[config.mk]
export PLATFORM = sky130hd
export DESIGN_NAME = pipeline_ctrl_chain
export DESIGN_NICKNAME = d
export VERILOG_FILES = /design/src/rtl/pipeline_ctrl_chain.sv
export SDC_FILE = /design/constraint.sdc
export NUM_CORES = 1
export LEC_CHECK = 0
export BUFFER_PORTS_ARGS = -buffer_cell sky130_fd_sc_hd__buf_2
export CAP_MARGIN = 10
export CORE_ASPECT_RATIO = 1.2
export CORE_MARGIN = 5
export CORE_UTILIZATION = 45
export CTS_BUF_LIST = sky130_fd_sc_hd__clkbuf_8 sky130_fd_sc_hd__clkbuf_16
export DETAILED_ROUTE_END_ITERATION = 7
export GPL_ROUTABILITY_DRIVEN = 1
export PLACE_DENSITY_LB_ADDON = 0.2
export SYNTH_ARGS = -nofsm -noshare
export SYNTH_HDL_FRONTEND = slang
export SYNTH_SLANG_ARGS = --single-unit
[constraint.sdc]
create_clock -name clk -period 1.79 [get_ports clk]
set_clock_uncertainty 0.1 [all_clocks]
set_input_delay 0.0895 -clock clk [delete_from_list [all_inputs] [get_ports clk]]
set_output_delay 0.0895 -clock clk [all_outputs]
set_load 0.02 [all_outputs]
[src/rtl/pipeline_ctrl_chain.sv]
// pipeline_ctrl_chain: parametrised control-path pipeline (ID/EX .. MEM/WB)
// with per-stage valid bits, load-use bubble insertion, branch flush,
// external freeze and saturating stall/flush performance counters.
//
// Ports:
//   clk, reset          rising-edge clock, asynchronous active-low reset
//   id_valid, id_ctrl   ID instruction present / its control word
//   id_rd, id_rd_we     ID destination register and its write enable
//   id_is_load          ID instruction is a load
//   id_rn, id_rm        ID source registers
//   id_use_rn/_rm       source register actually read
//   branch_taken        branch resolved taken in stage 0 this cycle
//   ext_stall           freeze the whole pipeline
//   pc_enable           PC register enable (combinational)
//   if_id_enable        IF/ID register enable (combinational)
//   if_id_flush         IF/ID clear to NOP (combinational)
//   load_use_stall      load-use bubble inserted this cycle (combinational)
//   stage_valid/_ctrl/_rd/_we  registered per-stage state, stage k at slice k
//   stall_cnt, flush_cnt       saturating performance counters
module pipeline_ctrl_chain #(
  parameter int unsigned CTRL_W = 8,
  parameter int unsigned STAGES = 3,
  parameter int unsigned RA_W   = 4,
  parameter int unsigned CNT_W  = 16
) (
  input  logic                     clk,
  input  logic                     reset,
  input  logic                     id_valid,
  input  logic [CTRL_W-1:0]        id_ctrl,
  input  logic [RA_W-1:0]          id_rd,
  input  logic                     id_rd_we,
  input  logic                     id_is_load,
  input  logic [RA_W-1:0]          id_rn,
  input  logic [RA_W-1:0]          id_rm,
  input  logic                     id_use_rn,
  input  logic                     id_use_rm,
  input  logic                     branch_taken,
  input  logic                     ext_stall,
  output logic                     pc_enable,
  output logic                     if_id_enable,
  output logic                     if_id_flush,
  output logic                     load_use_stall,
  output logic [STAGES-1:0]        stage_valid,
  output logic [STAGES*CTRL_W-1:0] stage_ctrl,
  output logic [STAGES*RA_W-1:0]   stage_rd,
  output logic [STAGES-1:0]        stage_we,
  output logic [CNT_W-1:0]         stall_cnt,
  output logic [CNT_W-1:0]         flush_cnt
);

  localparam logic [CNT_W-1:0] CNT_MAX = {CNT_W{1'b1}};

  // Per-stage state
  logic [STAGES-1:0] valid_q, valid_d;
  logic [STAGES-1:0] we_q, we_d;
  logic [CTRL_W-1:0] ctrl_q [STAGES];
  logic [CTRL_W-1:0] ctrl_d [STAGES];
  logic [RA_W-1:0]   rd_q   [STAGES];
  logic [RA_W-1:0]   rd_d   [STAGES];
  logic              is_load_q, is_load_d;
  logic [CNT_W-1:0]  stall_cnt_q, stall_cnt_d;
  logic [CNT_W-1:0]  flush_cnt_q, flush_cnt_d;

  logic hz_c;
  logic bubble0_c;
  logic src_match_c;

  // Load-use hazard: stage 0 holds a writing load whose result ID needs now
  always_comb begin
    src_match_c = (id_use_rn && (id_rn == rd_q[0])) ||
                  (id_use_rm && (id_rm == rd_q[0]));
    hz_c        = valid_q[0] && is_load_q && we_q[0] && id_valid && src_match_c;
  end

  // Stage 0 takes a bubble on flush, on a hazard, or when ID is empty
  assign bubble0_c = branch_taken || hz_c || !id_valid;

  // Front-end enables, priority reset > ext_stall > branch > hazard > normal
  always_comb begin
    pc_enable      = 1'b1;
    if_id_enable   = 1'b1;
    if_id_flush    = 1'b0;
    load_use_stall = 1'b0;
    if (!reset) begin
      pc_enable    = 1'b0;
      if_id_enable = 1'b0;
      if_id_flush  = 1'b1;
    end else if (ext_stall) begin
      pc_enable    = 1'b0;
      if_id_enable = 1'b0;
    end else if (branch_taken) begin
      if_id_flush  = 1'b1;
    end else if (hz_c) begin
      pc_enable      = 1'b0;
      if_id_enable   = 1'b0;
      load_use_stall = 1'b1;
    end
  end

  // Next-state for the stage chain; ext_stall freezes everything
  always_comb begin
    valid_d   = valid_q;
    we_d      = we_q;
    is_load_d = is_load_q;
    for (int k = 0; k < int'(STAGES); k++) begin
      ctrl_d[k] = ctrl_q[k];
      rd_d[k]   = rd_q[k];
    end

    if (!ext_stall) begin
      for (int k = 1; k < int'(STAGES); k++) begin
        valid_d[k] = valid_q[k-1];
        we_d[k]    = we_q[k-1];
        ctrl_d[k]  = ctrl_q[k-1];
        rd_d[k]    = rd_q[k-1];
      end
      if (bubble0_c) begin
        valid_d[0] = 1'b0;
        we_d[0]    = 1'b0;
        ctrl_d[0]  = '0;
        rd_d[0]    = '0;
        is_load_d  = 1'b0;
      end else begin
        valid_d[0] = 1'b1;
        we_d[0]    = id_rd_we;
        ctrl_d[0]  = id_ctrl;
        rd_d[0]    = id_rd;
        is_load_d  = id_is_load;
      end
    end
  end

  // Saturating counters; a taken branch masks any coincident hazard
  always_comb begin
    stall_cnt_d = stall_cnt_q;
    flush_cnt_d = flush_cnt_q;
    if (!ext_stall) begin
      if (branch_taken) begin
        if (flush_cnt_q != CNT_MAX) flush_cnt_d = flush_cnt_q + CNT_W'(1);
      end else if (hz_c) begin
        if (stall_cnt_q != CNT_MAX) stall_cnt_d = stall_cnt_q + CNT_W'(1);
      end
    end
  end

  // State registers
  always_ff @(posedge clk or negedge reset) begin
    if (!reset) begin
      valid_q     <= '0;
      we_q        <= '0;
      is_load_q   <= 1'b0;
      stall_cnt_q <= '0;
      flush_cnt_q <= '0;
      for (int k = 0; k < int'(STAGES); k++) begin
        ctrl_q[k] <= '0;
        rd_q[k]   <= '0;
      end
    end else begin
      valid_q     <= valid_d;
      we_q        <= we_d;
      is_load_q   <= is_load_d;
      stall_cnt_q <= stall_cnt_d;
      flush_cnt_q <= flush_cnt_d;
      for (int k = 0; k < int'(STAGES); k++) begin
        ctrl_q[k] <= ctrl_d[k];
        rd_q[k]   <= rd_d[k];
      end
    end
  end

  // Flatten stage arrays onto the output buses
  for (genvar g = 0; g < int'(STAGES); g++) begin : g_flat
    assign stage_ctrl[g*CTRL_W +: CTRL_W] = ctrl_q[g];
    assign stage_rd[g*RA_W +: RA_W]       = rd_q[g];
  end

  assign stage_valid = valid_q;
  assign stage_we    = we_q;
  assign stall_cnt   = stall_cnt_q;
  assign flush_cnt   = flush_cnt_q;

endmodule

Yosys cells after proc, flatten, opt, wreduce, memory -nomap -nowiden
Cells that the tools add are included.

storage, ports and cells
  input port bits = 29
  register bits = 75
  logic and storage cells = 47
  output and inout port bits = 78

cells by class
  bitwise logic cells = 2
  reductions and logical operators = 12
  equality and inequality tests = 4
  mux-type cells = 16
  add/subtract/negate cells = 2

operator list
  kind                   number
  $add 16x1->16 const B  2
  $ne 16x16->1 const B   2
  $mux 1                 14
  $eq 4x4->1             2
  $mux 8                 1
  $logic_and 1x1->1      6
  $mux 4                 1
  $reduce_and 4->1       1
  $logic_or 1x1->1       3
  $reduce_and 3->1       1
  $not 1->1              2
  $logic_not 1->1        1

Depth between registers and ports, before layout
Gate-level depths: netlist (run 1).

  word-level depth = 8
  depth in mapped cells = 7
  depth with buffers taken out = 6

Worst setup path after synthesis (run 1)
Ideal clock, no wire load.

  path kind = register to output
  start = register rd_q (netlist bit stage_rd[3])
  end = output pc_enable
  arrival time = 1.862 ns
  required time = 1.600 ns
  buffers on the path = 1
  slack = -0.261 ns
  stages on the path, launching flop included = 7
  cells stage by stage = dfrtp_1 -> xnor2_1 -> nand3_1 -> o22a_1 -> nor4b_1 -> nor3b_1 -> buf_4

on the way
  cells in the longest elaborated chain, start to end = 8
  elaborated cells between the ends (all ways) = 10
  those cells by class = 2 x eq/ne; 4 x mux; 4 x reduce/logical

ends and longest elaborated chain
  element                               RTL line  source
  start, declared                       58        logic [RA_W-1:0] rd_q [STAGES];
  start signal, assigned by index       166       rd_q[k] <= rd_d[k];
  $eq 4x4->1 (on tied branches)         70, 71
  $logic_and 1x1->1 (on tied branches)  70, 71
  $logic_or 1x1->1 *                    70        src_match_c = (id_use_rn && (id_rn == rd_q[0])) ||
  $logic_and 1x1->1 *                   72        hz_c = valid_q[0] && is_load_q && we_q[0] && id_valid && src_match_c;
  $mux 1 * (4 in a row)                 n/a
  end, declared                         39        output logic pc_enable,

Every way passes the cells marked *; elsewhere a longest branch is shown, timed or not.

Final worst setup path (run 1)
  start = register rd_q (netlist bit stage_rd[1])
  end = output pc_enable

on the way
  cells in the longest elaborated chain, start to end = 8
  elaborated cells between the ends (all ways) = 10
  those cells by class = 2 x eq/ne; 4 x mux; 4 x reduce/logical

ends and longest elaborated chain
  element                               RTL line  source
  $eq 4x4->1 (on tied branches)         70, 71
  $logic_and 1x1->1 (on tied branches)  70, 71
  $logic_or 1x1->1 *                    70
  $logic_and 1x1->1 *                   72
  $mux 1 *                              93        end else if (hz_c) begin
  $mux 1 *                              91        end else if (branch_taken) begin
  $mux 1 *                              88        end else if (ext_stall) begin
  $mux 1 *                              84        if (!reset) begin

Marks and branches as above.

==> results of run 1 <==
[power groups by stage]
| stage | clock [uW] | combinational [uW] | sequential [uW] |
|---|---|---|---|
| global placement | 0 | 835 | 1960 |
| global route | 1290 | 968 | 1950 |
| CTS | 1210 | 884 | 1930 |
| detailed placement | 0 | 847 | 1960 |
| floorplan | 0 | 228 | 2170 |
| finish | 1180 | 886 | 1930 |
[worst max path at each step]
stage	start	to	cells after the start
floorplan	stage_rd[1]$_DFFE_PN0N_	stall_cnt[8]$_DFFE_PN0P_	6
global placement	branch_taken	stall_cnt[1]$_DFFE_PN0P_	7
detailed placement	branch_taken	stall_cnt[1]$_DFFE_PN0P_	7
CTS	stage_rd[1]$_DFFE_PN0N_	pc_enable	6
global route	stage_rd[1]$_DFFE_PN0N_	pc_enable	6
finish	stage_rd[1]$_DFFE_PN0N_	pc_enable	6
[cell type report]
cell class,instances,area (um^2),share of cell area [%]
clock buffers,11,151,3.17
clock inverters,5,28.8,0.603
inverters,2,7.51,0.157
multi-input cells,168,1530,32.1
flip-flops and latches,75,1890,39.5
well taps,90,113,2.36
repair buffers,165,1050,22.1
[registers in the layout (all words and copies together) (netlist names)]
name,cells
stage_rd,12
is_load_q,1
stall_cnt,16
flush_cnt,16
stage_we,3
stage_valid,3
stage_ctrl,24
[cell families after synthesis]
family,Yosys count
fa+ha+maj,2
flops,75
simple gates,75
compound gates,27
buf+inv,10
xor+xnor,34
mux,30
[stage by stage]
stage	std cells	hold slack [ps]	TNS [ps]
finish	516	78.8	-3770
floorplan	253	-306	-1130
global route	516	80.6	-6670
CTS	513	73.9	-4340
global placement	478	-106	-1180
detailed placement	478	-100	-1940
[cell usage after synthesis, types with 3 or more instances]
master / number / area (um^2)
xnor2_1: 30 / 263
clkbuf_1: 5 / 18.8
nand2_1: 12 / 45.0
mux2_2: 30 / 338
a22o_1: 14 / 123
dfrtp_1: 75 / 1880
nor2_1: 8 / 30.0
nand3_1: 16 / 80.1
nand4_1: 12 / 75.1
xor2_1: 4 / 35.0
and4_1: 5 / 43.8
nor3_1: 5 / 25.0
a31oi_1: 3 / 18.8
and3_1: 4 / 25.0
[placed cells by master, fill, tap and decap left out, types with 7 or more instances in the layout]
| master | count |
|---|---|
| buf_2 | 102 |
| dfrtp_1 | 66 |
| buf_4 | 44 |
| mux2_2 | 29 |
| xnor2_1 | 21 |
| dlygate4sd3_1 | 15 |
| a22o_1 | 14 |
| nand4_1 | 12 |
| clkbuf_8 | 11 |
| nand3_1 | 10 |
| nand2_1 | 9 |
| xnor2_2 | 9 |
| dfrtp_2 | 9 |
| nor2_1 | 7 |
[critical path: stages, from the launching register on]
cell and delay [ps]:
dfrtp_2 440, xnor2_1 160, nand3_1 120, o22a_1 240, nor4b_2 310, nor3b_2 100, buf_4 180
[metal layers]
metal  vias up  GRT usage, %  wire length [um]
li1       1262             -                 -
met5         -             0                 0
met3        12          4.80               473
met4         0          7.20               104
met2        78          30.5              3950
met1      1283          21.8              3140
[timing repair]
item / in CTS / in global routing
setup endpoints to repair: 34 / 44
pin swaps: 12 / 17
hold endpoints to repair: 89 / 0
hold buffers: 15 / 0
cloned: 1 / 0
setup buffers: 3 / 4
resized for setup: 15 / 22
==> impl_results.md, run 1 <==
* Crit. End Element: output pin
* Global-route wire length before repair at 12.8 mm
* 1st-pass router iterations at 6
* Design area at between 4000 and 5000 um^2
* Synth Area per Inst at about 13 um^2
* Num CTS Buffers at 9
* Yosys warns at 0
* Pre-CTS setup slack at -164 ps
* R2R Setup Slk at -210 ps
* Vias in the first global route at around 2,700
* Status: finished with violations
* GRT Util Overall at approximately 18%
* Diode count at 0
* Maximum vdd drop at around 0.00065 V
* Clock Sinks at between 70 and 80
* CTS tree: done
* Cell area after synthesis at around 3300 um^2
* Final setup viols at 34
* P_int at 2820 uW
* Largest family of logic cells by synthesized area: simple AND/OR/NAND/NOR gates
* Gate power share at 22.1%
* Reg2reg start: stage_rd[1]$_DFFE_PN0N_
* Minimum clock period at a little over 2000 ps
* Reg power frac at slightly below 50%
* Post-synthesis simple-gate area fraction at 13.0%
* Ports at approximately 110
* Leakage at between 0.002 and 0.0025 uW
* Slew at the pin with the worst max-slew slack at roughly 500 ps
* XOR/XNOR share of the synthesized area at 9.15%
* WP data arrival at between 1500 and 2000 ps
* Worst Slack Setup Final at -276 ps
* Final HPWL DP at between 5 and 6 mm
* Initial antenna violation count at 0
* Total power at 4000 uW
* Final core utilization at 66.8%
* Clock latency on the worst-skew pair at about 330 ps
* First-iteration detailed-routing DRC count at 61
* Clock transition at the registers of the reported paths at around 80 ps
* Max-Slew Margin vs Limit at between 60% and 70%
* Fmax at about 480 MHz
* RSZ-0062 raised after global routing: true
* Congestion Overflow GR at 0
* Dominant synthesized flop cell: dfrtp_1
* Die W at 87.6 um
* Compound-Gate Fraction of Synth Area at under 10%
* Worst min path class: in -> async
* Netlist cell types at 37
* Die Y at ~100 um
* Share of cells above drive strength 1 at 55.4%
* Critical R2R Capture: stall_cnt[1]$_DFFE_PN0P_
* Max Buffers Root-to-Sink at 2
* Drc violations at 0
* Switching power at roughly 1200 uW
* Ys async rst share at 100%
* Req. time, crit path at 1600 ps
* Cells after Synth at roughly 250
* CTS root buffer: clkbuf_8
* Via count at ~2,600
* Sequential share of the synthesized area at around 58%
* Failing checks: setup timing
* Final wirelength at approximately 7.7 mm
* Synth-to-layout area growth at 46.8%
* Vias per Instance at ~5.1
* Final hold violation count at 0
* Power share of the clock group at 29.5%
* Core area at a little over 7000 um^2
* CP Launch Type: register
* Crit-path max FO at 3
* Post-synthesis mux area share at approximately 10%
* Initial Util at between 40% and 50%
* Pin count of the biggest net entering global routing at 45
* FF-to-FF path depth at 6
* Adder-Cell Fraction of Synth Area at 0.769%
* Fin nets at 452
* CP Class: reg -> out
* Wire per inst at approximately 15 um
* Global placement routability congestion at between 0.7 and 0.8
* Htree depth at 3
* Pwr per Cell Area at approximately 840 nW/um^2
* Port Buffers at between 100 and 150
* Max-cap violations at 0
* Rows at 34
* Die footprint at about 9000 um^2
* EDFF count, synth at 0
* Cell Area, Placed at roughly 4200 um^2
* # fillers at 569
* Antenna viol nets, final at 0
* Syn Nets at ~280
* Max Slew Vio Count at 0
* Synth Register Bits at 75
* Switch share at between 20% and 30%
* Final worst path period share at 115%
(Power assumes the default switching activity.)
==> inputs of run 2 (changes only) <==
--- a/config.mk
+++ b/config.mk
@@ -8,12 +8,12 @@
 export BUFFER_PORTS_ARGS = -buffer_cell sky130_fd_sc_hd__buf_2
 export CAP_MARGIN = 10
 export CORE_ASPECT_RATIO = 1.2
-export CORE_MARGIN = 5
+export CORE_MARGIN = 2
 export CORE_UTILIZATION = 45
 export CTS_BUF_LIST = sky130_fd_sc_hd__clkbuf_8 sky130_fd_sc_hd__clkbuf_16
 export DETAILED_ROUTE_END_ITERATION = 7
 export GPL_ROUTABILITY_DRIVEN = 1
-export PLACE_DENSITY_LB_ADDON = 0.2
+export PLACE_DENSITY_LB_ADDON = 0.25
 export SYNTH_ARGS = -nofsm -noshare
 export SYNTH_HDL_FRONTEND = slang
 export SYNTH_SLANG_ARGS = --single-unit
==> run 2 against run 1 <==
- the run still ends with setup timing left
- combinational power down 10%
- global-route usage up 1.7 points
- clock-buffer cell count down 2
- maximum frequency up 3.0%
- first-iteration DRC count down 8.2%
- core utilization down 0.23 points
- flip-flop and latch count unchanged
- via count down 1.1%
- worst hold slack better by 190 ps
- clock power up 19%
- register-to-register slack about the same
==> impl_results.md, run 2 (synthesized netlist as in run 1, its figures left out) <==
* Final wirelength at 7.26 mm (-5.3%)
* Crit-path max FO at 8 (+5)
* Crit path buf inv count at 1 (unchanged)
* WP data arrival at 2140 ps (+260 ps)
* Delay-heaviest family, CP: simple AND/OR/NAND/NOR gates
* Antenna viol nets, final at 0 (unchanged)
* GRT Util Overall at 19.8% (+1.7 points)
* Core area at 6940 um^2 (-2.9%)
* 1st-pass router iterations at 4 (-2)
* Vias in the first global route at 2,645 (-2.0%)
* Clock Sinks at 75 (unchanged)
* Drc violations at 0 (unchanged)
* Congestion Overflow GR at 0 (unchanged)
* Design area at 4620 um^2 (-3.3%)
* RSZ-0062 raised after global routing: true
* Setup_tns at -2810 ps (+965 ps)
* CTS tree: done
* Final hold violation count at 0 (unchanged)
* Via count at 2,607 (-1.1%)
* Port Buffers at 106 (unchanged)
* Largest register FFs at 24 (unchanged)
* Die Y at 97.1 um (-5.8%)
* Htree depth at 3 (unchanged)
* Final HPWL DP at 5.15 mm (-4.3%)
* Maximum vdd drop at 0.000640 V (-1.8%)
* Share of cells above drive strength 1 at 51.4% (-4.0 points)
* CP Launch Type: register
* Pwr per Cell Area at 900 nW/um^2 (+7.5%)
* CP Class: reg -> reg
* CTS root buffer: clkbuf_8
* Max-cap violations at 0 (unchanged)
* Worst Slack Setup Final at -216 ps (+59.4 ps)
* Commonest non-fill, non-tap cell in the layout: buf_2
* First-iteration detailed-routing DRC count at 56 (-8.2%)
* Global placement routability congestion at 0.792 (+6.4%)
* CP peak stage delay at 560 ps (+120 ps)
* Vias per Instance at 5.16 (+1.1%)
* Die footprint at 7930 um^2 (-12%)
* Status: finished with violations
* Commonest non-fill, non-tap cells in the layout: buf_2, dfrtp_1, buf_4
* Pre-CTS setup slack at -188 ps (-24.0 ps)
* Worst hold margin at 273 ps (+194 ps)
* Leakage at 0.00236 uW (-4.7%)
* Synth-to-layout area growth at 42.0%
* Worst min path class: in -> async
* Final worst path period share at 112% (-3.3 points)
* Max Slew Vio Count at 0 (unchanged)
* Failing checks: setup timing
* Diode count at 0 (unchanged)
* Final setup viols at 21 (-38%)
* Critical Path, Cell by Cell: nand3_1 -> or4b_4 -> o32ai_4 -> buf_12 -> nand2_4 -> mux2_2
* CP max-delay cell: or4b_4
* Die W at 81.6 um (-6.8%)
* Global-route wire length before repair at 12.3 mm (-3.4%)
* Req. time, crit path at 1920 ps (+320 ps)
* Minimum clock period at 2010 ps (-59.4 ps)
* Initial antenna violation count at 0 (unchanged)
* Cell Area, Placed at 4140 um^2 (-1.2%)
* Crit. End Element: register
* Initial Util at 46.9% (+1.4 points)
* Ports at 107 (unchanged)
* Clock latency on the worst-skew pair at 340 ps (about the same)
* Rows at 33 (-2.9%)
* Max-Slew Margin vs Limit at 65.2% (-1.2 points)
* Wire per inst at 14.4 um (-3.3%)
* Fin nets at 444 (-1.8%)
* Clock transition at the registers of the reported paths at 80 ps (about the same)
* Slew at the pin with the worst max-slew slack at 522 ps (+17.4 ps)
* Pin count of the biggest net entering global routing at 45 (unchanged)
* Fmax at 498 MHz (+3.0%)
* Num CTS Buffers at 9 (unchanged)
* Max Buffers Root-to-Sink at 2 (unchanged)
* Total power at 4160 uW (+3.9%)
## run 2: cell count changes in the layout (fill, tap and decap cells not counted), moves of 4 or more
cell / before / now
xnor2_2: 9 / 1
buf_4: 44 / 35
nand3_4: 4 / 0
xnor2_1: 21 / 29
nand3_1: 10 / 15
## run 2: through the flow
| step | std cells | util [%] |
|---|---|---|
| floorplan | 253 | - |
| global placement | 469 | 59.6 |
| detailed placement | 469 | 59.6 |
| CTS | 504 | 66.3 |
| global route | 505 | 66.6 |
| finish | 505 | 66.6 |
## run 2: layer usage
layer,GRT usage [%],up-vias,share of wire (%)
li1,-,1247,-
met1,23.8,1268,41
met2,34.1,82,52
met3,4.37,10,5.6
met4,6.92,0,1.5
met5,0,-,0
## run 2: worst reg2reg max path, delay by kind of cell, from the launching register on
family          cells  cell delay (ps)
mux                 1              260
buf+inv             1              180
flops               1              360
simple gates        3              770
compound gates      1              220
## run 2: area by class of cell
cell class              count  area [um^2]
clock buffers               9          124
clock inverters             7         92.6
fillers                   553         2320
inverters                   2         7.51
multi-input cells         168         1410
flip-flops and latches     75         1890
well taps                  87          109
repair buffers            157          992
## run 2: worst paths after layout
kind / start / to / slack (ps) / depth (start not counted)
setup / recovery: stage_we[0]$_DFFE_PN0N_ / stall_cnt[1]$_DFFE_PN0P_ / -220 / 6
hold / removal: reset / flush_cnt[4]$_DFFE_PN0P_ / 270 / 3
setup reg to reg: stage_we[0]$_DFFE_PN0N_ / stall_cnt[1]$_DFFE_PN0P_ / -220 / 6
hold reg to reg: flush_cnt[9]$_DFFE_PN0P_ / flush_cnt[9]$_DFFE_PN0P_ / 400 / 1
max in group asynchronous: reset / stage_we[0]$_DFFE_PN0N_ / 880 / 3
min in group clk: ext_stall / stage_valid[0]$_DFFE_PN0N_ / 310 / 4
## run 2: repair_timing
action	CTS	global route
endpoints found under the hold margin	89	0
endpoints found under the setup margin	35	42
hold buffers	15	0
pin swaps	13	1
cloned	1	0
buffers inserted	3	1
gates resized for setup	9	6
## run 2: report_power, final
part           internal, uW  switching, uW
registers              1840            115
logic                   355            440
clock network           782            625
==> inputs of run 3 (changes only) <==
--- a/config.mk
+++ b/config.mk
@@ -5,15 +5,17 @@
 export SDC_FILE = /design/constraint.sdc
 export NUM_CORES = 1
 export LEC_CHECK = 0
+export ABC_AREA = 1
 export BUFFER_PORTS_ARGS = -buffer_cell sky130_fd_sc_hd__buf_2
 export CAP_MARGIN = 10
 export CORE_ASPECT_RATIO = 1.2
 export CORE_MARGIN = 2
-export CORE_UTILIZATION = 45
+export CORE_UTILIZATION = 47
 export CTS_BUF_LIST = sky130_fd_sc_hd__clkbuf_8 sky130_fd_sc_hd__clkbuf_16
 export DETAILED_ROUTE_END_ITERATION = 7
 export GPL_ROUTABILITY_DRIVEN = 1
 export PLACE_DENSITY_LB_ADDON = 0.25
+export SLEW_MARGIN = 20
 export SYNTH_ARGS = -nofsm -noshare
 export SYNTH_HDL_FRONTEND = slang
 export SYNTH_SLANG_ARGS = --single-unit
==> run 3 against run 2 <==
- first-iteration DRC count rose to 2.7 times the previous value
- combinational power up 10%
- highest routed layer unchanged
- largest power group unchanged
- critical path depth up 4
- via count up 30%
- clock power up 23%
- area after synthesis up 13%
- the flow still finishes with violations (setup timing)
- synthesized cell count up 79%
==> impl_results.md, run 3 <==
* RSZ-0062 raised after global routing: true
* Reg2reg start: stage_rd[0]$_DFFE_PN0N_
* Post-synthesis mux area share at 0% (-10 points)
* Syn Nets at 485 (+71%)
* Vias in the first global route at 3,139 (+19%)
* Fmax at 556 MHz (+12%)
* Largest cells by area after synthesis: dfrtp_1, nand2_1, o21ai_0
* Final hold violation count at 0 (unchanged)
* Largest family of logic cells by synthesized area: simple AND/OR/NAND/NOR gates
* CP Class: reg -> out
* Port Buffers at 106 (unchanged)
* Minimum clock period at 1800 ps (-209 ps)
* Synth cell count leaders: nand2_1, dfrtp_1, inv_1
* Die W at 84.6 um (+3.7%)
* First-iteration detailed-routing DRC count at 151 (+170%)
* Core area at 7620 um^2 (+9.8%)
* Die footprint at 8530 um^2 (+7.5%)
* Antenna viol nets, final at 0 (unchanged)
* Post-synthesis simple-gate area fraction at 29.2% (+16 points)
* Via count at 3,392 (+30%)
* Synth Register Bits at 75 (unchanged)
* Commonest non-fill, non-tap cell in the layout: nand2_1
* Ys async rst share at 100% (unchanged)
* CTS tree: done
* Max-cap violations at 0 (unchanged)
* XOR/XNOR share of the synthesized area at 6.93% (-2.2 points)
* Vias per Instance at 4.92 (-4.6%)
* Dominant synthesized flop cell: dfrtp_1
* EDFF count, synth at 0 (unchanged)
* Die Y at 101 um (+3.7%)
* FF-to-FF path depth at 12 (+6)
* WP data arrival at 1610 ps (-530 ps)
* Congestion Overflow GR at 0 (unchanged)
* Rows at 35 (+6.1%)
* Cell Area, Placed at 4340 um^2 (+4.9%)
* Clock latency on the worst-skew pair at 350 ps (about the same)
* Hold endpoint: stage_rd[1]$_DFFE_PN0N_
* Pre-CTS setup slack at 45.5 ps (+234 ps)
* Pin count of the biggest net entering global routing at 54 (+20%)
* Crit-path max FO at 5 (-3)
* Hold_sp: ext_stall
* Initial Util at 48.1% (+1.2 points)
* Yosys top cell area share at 51.2% (-6.5 points)
* Final setup viols at 2 (-90%)
* 1st-pass router iterations at 4 (unchanged)
* Fin nets at 623 (+40%)
* Final HPWL DP at 6.20 mm (+20%)
* Maximum vdd drop at 0.000679 V (+6.2%)
* Htree depth at 3 (unchanged)
* Share of cells above drive strength 1 at 28.6% (-23 points)
* Compound-Gate Fraction of Synth Area at 5.32% (-1.9 points)
* Max-Slew Margin vs Limit at 74.0% (+8.8 points)
* Max Slew Vio Count at 0 (unchanged)
* Cells after Synth at 454 (+79%)
* Drc violations at 0 (unchanged)
* Delay-heaviest family, CP: simple AND/OR/NAND/NOR gates
* Critical R2R Capture: stall_cnt[12]$_DFFE_PN0P_
* Crit path buf inv count at 3 (+2)
* Global-route wire length before repair at 14.5 mm (+17%)
* Initial antenna violation count at 0 (unchanged)
* Max Buffers Root-to-Sink at 2 (unchanged)
* CP peak stage delay at 430 ps (-130 ps)
* Critical Path, Cell by Cell: inv_2 -> nand2_2 -> nand2_2 -> nor2_2 -> nand3_2 -> nand2_2 -> nand3_4 -> nand3_2 -> inv_2 -> buf_6
* Pwr per Cell Area at 931 nW/um^2 (+3.4%)
* Status: finished with violations
* Final worst path period share at 100% (-12 points)
* Clock transition at the registers of the reported paths at 80 ps (about the same)
* Req. time, crit path at 1600 ps (-320 ps)
* Leakage at 0.00257 uW (+8.7%)
* R2R Setup Slk at 50 ps (+270 ps)
* Wire per inst at 13.2 um (-8.1%)
* CP dominant cell by count: nand2_2
* Worst hold margin at 64.6 ps (-209 ps)
* Worst min path class: in -> reg
* Sequential share of the synthesized area at 51.2% (-6.5 points)
* Commonest non-fill, non-tap cells in the layout: nand2_1, buf_2, dfrtp_1
* Slew at the pin with the worst max-slew slack at 387 ps (-135 ps)
* CTS root buffer: clkbuf_8
* CP max-delay cell: dfrtp_1
* Global placement routability congestion at 0.903 (+14%)
* Synth Area per Inst at 8.07 um^2 (-37%)
* Failing checks: setup timing
* Dpl cells at 650 (+39%)
* Worst Slack Setup Final at -7.86 ps (+209 ps)
* Cell area after synthesis at 3670 um^2 (+13%)
* Synth-to-layout area growth at 35.2%
* Design area at 4950 um^2 (+7.3%)
* Yosys warns at 0 (unchanged)
* Ports at 107 (unchanged)
* Num CTS Buffers at 9 (unchanged)
* Synth area leader: dfrtp_1
* CP Launch Type: register
* Setup crit start: stage_rd[0]$_DFFE_PN0N_
* Most frequent cell after synthesis: nand2_1
* Final wirelength at 9.11 mm (+25%)
* GRT Util Overall at 21.4% (+1.6 points)
* Non-Filler Instances at 689 (+36%)
* Largest register FFs at 24 (unchanged)
* Clock Sinks at 75 (unchanged)
* Adder-Cell Fraction of Synth Area at 0.683% (-0.087 points)
* Diode count at 0 (unchanged)
* Hold depth at 3
* Total power at 4610 uW (+11%)
* Netlist cell types at 26 (-30%)
* Crit. End Element: output pin
-- run 3: cell types whose count changed in the layout (fill, tap and decap cells not counted), moves of 14 or more --
cell / change
nand2_1: +154
o21ai_0: +37
inv_1: +34
mux2_2: -30
buf_4: -20
xnor2_1: -16
nor2_1: +15
a22o_1: -14
-- run 3: timing repair --
| action | in CTS | in global routing |
|---|---|---|
| hold buffers | 16 | 0 |
| hold endpoints to repair | 89 | 0 |
| pin swaps | 2 | 7 |
| setup buffers | 2 | 4 |
| gates cloned | 0 | 2 |
| gates resized for setup | 4 | 22 |
| setup endpoints to repair | 3 | 31 |
-- run 3: routing by layer --
| metal | GRT usage, % | up-vias | share of wire (%) |
|---|---|---|---|
| met5 | 0 | - | 0 |
| met4 | 6.11 | 0 | 0.99 |
| met3 | 5.00 | 8 | 4.6 |
| met2 | 36.6 | 78 | 50 |
| met1 | 27.2 | 1606 | 45 |
| li1 | - | 1700 | - |
-- run 3: area by class of cell --
cell class / instances / area, um^2
flip-flops and latches: 75 / 1880
inverters: 43 / 165
repair inverters: 1 / 7.51
clock buffers: 10 / 138
repair buffers: 141 / 915
clock inverters: 6 / 136
fillers: 651 / 2670
multi-input cells: 321 / 1600
well taps: 92 / 115
-- run 3: how the worst max path moves through the flow --
stage | slack (ps) | cells past startpoint | end
2_1_floorplan | 30 | 8 | flush_cnt[7]$_DFFE_PN0P_
3_5_place_dp | 50 | 8 | flush_cnt[6]$_DFFE_PN0P_
3_3_place_gp | 90 | 8 | flush_cnt[6]$_DFFE_PN0P_
4_1_cts | 5 | 10 | if_id_enable
5_1_grt | -110 | 10 | pc_enable
6_report | -8 | 10 | pc_enable
-- run 3: metrics by stage --
step	utilization, %	TNS, ps
4_1_cts	63.2	0
6_report	65.0	-14.6
3_5_place_dp	57.0	0
3_3_place_gp	57.0	0
5_1_grt	65.0	-840
2_1_floorplan	-	0
-- run 3: power by group --
part           total [uW]  switching [uW]  internal [uW]
registers            1990             144           1850
clock network        1740             638           1110
logic                 876             554            322
-- run 3: worst reg2reg max path, delay by kind of cell (launching register included) --
family / cells / cell delay [ps]
AND/OR/NAND/NOR: 9 / 770
buffers and inverters: 3 / 390
flip-flops: 1 / 430
-- run 3: cells by family (layout without fill, tap and decap cells) --
logic type | after synthesis | in the layout
flip-flops | 75 | 75
AND/OR/NAND/NOR | 251 | 251
buffers and inverters | 58 | 201
AO/OA/AOI/OAI | 39 | 39
XOR/XNOR | 29 | 29
adder cells (fa/ha/maj) | 2 | 2
